File: src/rtl/seq_det_pkg.sv
// Shared types and constants for the round-robin scheduled sequence detector.
package seq_det_pkg;

    localparam int N_REQ  = 4;
    localparam int WORD_W = 8;
    localparam int PAT_W  = 4;

    localparam logic [PAT_W-1:0] DEFAULT_PATTERN = 4'b1011;

    typedef enum logic [2:0] {
        ST_IDLE,
        ST_LOAD,
        ST_SHIFT,
        ST_DRAIN,
        ST_REPORT
    } state_t;

endpackage

File: src/rtl/seq_det_core.sv
// Programmable Moore pattern detector: 4-bit history, saturating fill count,
// registered match flag that rises the cycle after the completing bit.
module seq_det_core
    import seq_det_pkg::*;
(
    input  logic             clk,
    input  logic             reset,
    input  logic             clr,
    input  logic             en,
    input  logic             din,
    input  logic [PAT_W-1:0] pattern,
    output logic             y
);

    logic [PAT_W-1:0] hist;
    logic [PAT_W-1:0] hist_nxt;
    logic [2:0]       fill;
    logic [2:0]       fill_nxt;

    always_comb begin
        hist_nxt = {hist[PAT_W-2:0], din};
        fill_nxt = (fill == 3'd4) ? fill : fill + 3'd1;
    end

    // A full window is required before any hit, so cleared history never matches.
    always_ff @(posedge clk) begin
        if (reset || clr) begin
            hist <= '0;
            fill <= '0;
            y    <= 1'b0;
        end else if (en) begin
            hist <= hist_nxt;
            fill <= fill_nxt;
            y    <= (fill_nxt == 3'd4) && (hist_nxt == pattern);
        end else begin
            y    <= 1'b0;
        end
    end

endmodule

File: src/rtl/seq_det_sched.sv
// Round-robin arbiter that lends one shared serial pattern detector to four
// requesters, scanning each winner's byte MSB first and reporting the hit count.
module seq_det_sched
    import seq_det_pkg::*;
(
    input  logic                    clk,
    input  logic                    reset,
    input  logic [N_REQ-1:0]        req,
    input  logic [N_REQ*WORD_W-1:0] data_in,
    input  logic                    cfg_we,
    input  logic [PAT_W-1:0]        cfg_pattern,
    output logic [N_REQ-1:0]        grant,
    output logic                    busy,
    output logic                    done,
    output logic [1:0]              done_id,
    output logic [3:0]              match_cnt
);

    state_t            state;
    logic [1:0]        rr_ptr;
    logic [1:0]        winner;
    logic [1:0]        pick;
    logic [1:0]        idx;
    logic [2:0]        bitcnt;
    logic [WORD_W-1:0] word;
    logic [PAT_W-1:0]  pattern;
    logic              core_y;

    // Scan downward so the requester closest to rr_ptr is assigned last and wins.
    always_comb begin
        pick = '0;
        idx  = '0;
        for (int k = N_REQ - 1; k >= 0; k--) begin
            idx = rr_ptr + k[1:0];
            if (req[idx]) begin
                pick = idx;
            end
        end
    end

    always_ff @(posedge clk) begin
        if (reset) begin
            state     <= ST_IDLE;
            grant     <= '0;
            winner    <= '0;
            rr_ptr    <= '0;
            bitcnt    <= '0;
            match_cnt <= '0;
            pattern   <= DEFAULT_PATTERN;
        end else begin
            case (state)
                ST_IDLE: begin
                    if (|req) begin
                        winner <= pick;
                        grant  <= 4'b0001 << pick;
                        state  <= ST_LOAD;
                    end else if (cfg_we) begin
                        pattern <= cfg_pattern;
                    end
                end
                ST_LOAD: begin
                    bitcnt    <= '0;
                    match_cnt <= '0;
                    state     <= ST_SHIFT;
                end
                ST_SHIFT: begin
                    bitcnt <= bitcnt + 3'd1;
                    if (core_y) begin
                        match_cnt <= match_cnt + 4'd1;
                    end
                    if (bitcnt == 3'd7) begin
                        state <= ST_DRAIN;
                    end
                end
                // The final window's flag lands here, one cycle after its last bit.
                ST_DRAIN: begin
                    if (core_y) begin
                        match_cnt <= match_cnt + 4'd1;
                    end
                    state <= ST_REPORT;
                end
                ST_REPORT: begin
                    rr_ptr <= winner + 2'd1;
                    grant  <= '0;
                    state  <= ST_IDLE;
                end
                default: begin
                    grant <= '0;
                    state <= ST_IDLE;
                end
            endcase
        end
    end

    always_ff @(posedge clk) begin
        if (state == ST_LOAD) begin
            word <= data_in[{winner, 3'b000} +: WORD_W];
        end else if (state == ST_SHIFT) begin
            word <= {word[WORD_W-2:0], 1'b0};
        end
    end

    seq_det_core u_core (
        .clk     (clk),
        .reset   (reset),
        .clr     (state == ST_LOAD),
        .en      (state == ST_SHIFT),
        .din     (word[WORD_W-1]),
        .pattern (pattern),
        .y       (core_y)
    );

    assign busy    = (state != ST_IDLE);
    assign done    = (state == ST_REPORT);
    assign done_id = winner;

endmodule
File: config.mk
export PLATFORM = sky130hd
export DESIGN_NAME = seq_det_sched
export DESIGN_NICKNAME = d
export VERILOG_FILES = /design/src/rtl/seq_det_pkg.sv /design/src/rtl/seq_det_core.sv /design/src/rtl/seq_det_sched.sv
export SDC_FILE = /design/constraint.sdc
export NUM_CORES = 1
export LEC_CHECK = 0
export BUFFER_PORTS_ARGS = -buffer_cell sky130_fd_sc_hd__buf_2
export CORE_MARGIN = 2
export CORE_UTILIZATION = 50
export DETAILED_ROUTE_END_ITERATION = 7
export PLACE_DENSITY = 0.87
export SLEW_MARGIN = 20
export SYNTH_ARGS = -nofsm -noshare
export SYNTH_HDL_FRONTEND = slang
export SYNTH_SLANG_ARGS = --single-unit
File: constraint.sdc
create_clock -name clk -period 2.4 [get_ports clk]
set_input_delay 0.36 -clock clk [delete_from_list [all_inputs] [get_ports clk]]
set_output_delay 0.36 -clock clk [all_outputs]
set_load 0.005 [all_outputs]
==> results.json <==
{
  "status": "finished clean",
  "wl_um": 3851,
  "antenna_found_initial": 0,
  "synthXorXnorAreaFrac": 0.03145,
  "syn_inst": 190,
  "synth.net_count": 238,
  "p_leak_nw": 0.9733,
  "rrSetupSlack_ns": 0.61,
  "total_power_mw": 1.697,
  "drt_drc_violations_left": 0,
  "rows": 22,
  "clk_latency_ns": 0.29,
  "syn_area_per_cell_um2": 10.26,
  "dr.pass1.iters": 4,
  "hold-path-endpoint": "pattern[2]$_SDFFE_PP0P_",
  "synth_top_family_by_area": "simple AND/OR/NAND/NOR gates",
  "core-area_um2": 3716,
  "die-area_um2": 4414,
  "fmaxAchievable_mhz": 537.1,
  "clkTransAtPathRegs_ns": 0.07,
  "finalSetupViolCount": 0,
  "maxSlewViolCount": 0,
  "grt_usage": 0.1919,
  "cts_tree": "done",
  "final_layout_size_suffix_gt1_frac": 0.3577,
  "io_pins": 55,
  "drt_iter0_markers": 95,
  "n_antenna_cell": 0,
  "finClkSkew_ns": 0.003170,
  "async_flop_share": 0,
  "setup-tns-final_ns": 0,
  "cts_hold_buf": 0,
  "n_fill_cell": 331,
  "antenna_left": 0,
  "hold_path.class": "input pin to register",
  "yosysWarnings": 0,
  "fin_crit_sh": 0.7757,
  "reg2reg_depth": 2,
  "vdd_drop_max_v": 0.0003395,
  "drv_cap": 0,
  "port_buffers": 54,
  "synth.yosys.seq_area_share": 0.4211,
  "hpwl_um": 2929,
  "die-width_um": 66.44,
  "routedWlPerCell_um": 13.10,
  "rsz0062_at_grt": "false",
  "gr-total-overflow": 0,
  "worst_slew_pin_slew_ns": 0.6313,
  "cts_root_buffer": "clkbuf_8",
  "vias": 1616,
  "worst_setup_path_start_kind": "register",
  "holdPathStages": 3,
  "nNetsFinal": 293,
  "yosys.area.top_type": "dfxtp_1",
  "synthTopCellsByCount": "dfxtp_1 (29), nor2_1 (22), a21oi_1 (11)",
  "syn_area_um2": 1949,
  "grt_max_degree": 21,
  "arrival_ns": 1.50,
  "numCtsBuffers": 5,
  "gp_congestion": 0.8228,
  "synth_most_common_cell": "dfxtp_1",
  "cts_htree_levels": 2,
  "final-seq-area_um2": 820.8,
  "start_util": 0.5246,
  "ys_types": 44,
  "r2r-end": "word[2]$_DFFE_PN_",
  "synth_edf_count": 8,
  "worstReg2RegStart": "done_id[0]$_SDFFE_PP0P_",
  "fin_crit_ns": 1.862,
  "netlist_top_cells_area": "dfxtp_1 (30%), edfxtp_1 (12%), mux4_2 (9.2%), mux2_2 (5.2%), nor2_1 (4.2%)",
  "synth_seq_cells": 37,
  "cts.sinks": 37,
  "endpoint_kind": "output port",
  "worstPathRequired_ns": 2.04,
  "powerDensity_nw_per_um2": 723.4,
  "postCtsSetupBuffers": 0,
  "grt_pass1_vias": 1476,
  "cp_max_fo": 13,
  "multi_input_area_um2": 1045,
  "synth-simple-area-share": 0.1887,
  "worstSetupPathType": "register to output port",
  "final_hold_viol_count": 0,
  "relSlewSlack": 0.5757,
  "clockBufferDepth": 2,
  "synth_mux_area_frac": 0.1752,
  "synth.top_cell.area_share": 0.2978,
  "syn2layout_area_growth_pct": 20.35,
  "min_from": "cfg_pattern[2]",
  "synth_compound_area_frac": 0.1085,
  "synthAdderAreaFrac": 0.03209,
  "grt_pass1_wl_um": 6272,
  "vias_per_cell": 5.497,
  "die_y_um": 66.44,
  "synth_ff_type": "dfxtp_1",
  "cts-resized-gates": 0
}
[cells by family after synthesis]
| logic type | Yosys count |
|---|---|
| adders and majority gates | 5 |
| xor gates and xnor gates | 7 |
| DFF | 37 |
| buffers and inverters | 19 |
| muxes | 23 |
| and+or+nand+nor | 68 |
| AOI/OAI and AO/OA | 31 |
[cells in the final DEF (no fill, tap or decap), drive strengths merged, types with 5 or more instances in the layout]
cell / count
a21oi: 11
buf: 57
clkbuf: 8
dfxtp: 29
edfxtp: 8
ha: 5
inv: 10
mux2: 9
mux2i: 6
mux4: 8
nand2: 8
nand3: 8
nor2: 22
nor2b: 5
nor3: 5
o31ai: 6
xnor2: 7
[stage by stage]
stage                     worst slack, ns  area, um^2    util  hold WS (ns)  cells
after CTS                          0.5427        2346  0.6313        0.3040    294
final                              0.5382        2346  0.6313        0.3132    294
after global placement             0.5661        2256  0.6071        0.4461    286
after detailed placement           0.5142        2256  0.6071        0.4530    286
after global routing               0.4100        2346  0.6313        0.3274    294
after floorplan                    0.7340        1949       -        0.4530    190
[area by class of cell]
type,instances,area share
repair buffers,57,0.1248
flip-flops and latches,37,0.3499
inverters,10,0.01600
well taps,48,0.02560
multi-input cells,134,0.4453
clock buffers,8,0.03840
[where the power goes]
part / switching, mW / internal (mW)
Combinational: 0.200 / 0.240
Sequential: 0.0724 / 0.743
Clock: 0.208 / 0.234
Total: 0.480 / 1.22
[worst max-delay path by stage]
stage / from / to / slack, ns / depth (start not counted)
floorplan: done_id[0]$_SDFFE_PP0P_ / word[1]$_DFFE_PN_ / 0.73 / 3
global placement: req[1] / pattern[0]$_SDFFE_PP1P_ / 0.57 / 4
detailed placement: req[1] / pattern[0]$_SDFFE_PP1P_ / 0.51 / 4
CTS: state[2]$_SDFFE_PP0P_ / done / 0.54 / 3
global route: state[2]$_SDFFE_PP0P_ / done / 0.41 / 3
finish: state[2]$_SDFFE_PP0P_ / done / 0.54 / 3
[state kept, by name, indices dropped and copies added (netlist names), 3 cells and up]
name and flops:
bitcnt 3, grant 4, u_core.hist 3, match_cnt 4, word 8, u_core.fill 3
state 3, pattern 4
[per-layer routing]
metal | part of all wire | vias up | GRT usage | wire (um)
li1 | - | 807 | - | -
met1 | 0.42 | 757 | 0.2282 | 1619
met2 | 0.50 | 49 | 0.3213 | 1928
met3 | 0.069 | 3 | 0.07155 | 265
met4 | 0.0096 | 0 | 0.05867 | 37
met5 | 0 | - | 0 | 0
[critical path: stages, from the launching register on]
cell and delay, ns:
dfxtp_1 0.59, inv_1 0.16, nor2_1 0.29, buf_2 0.18
No activity file was read; power rests on OpenSTA's default activity.
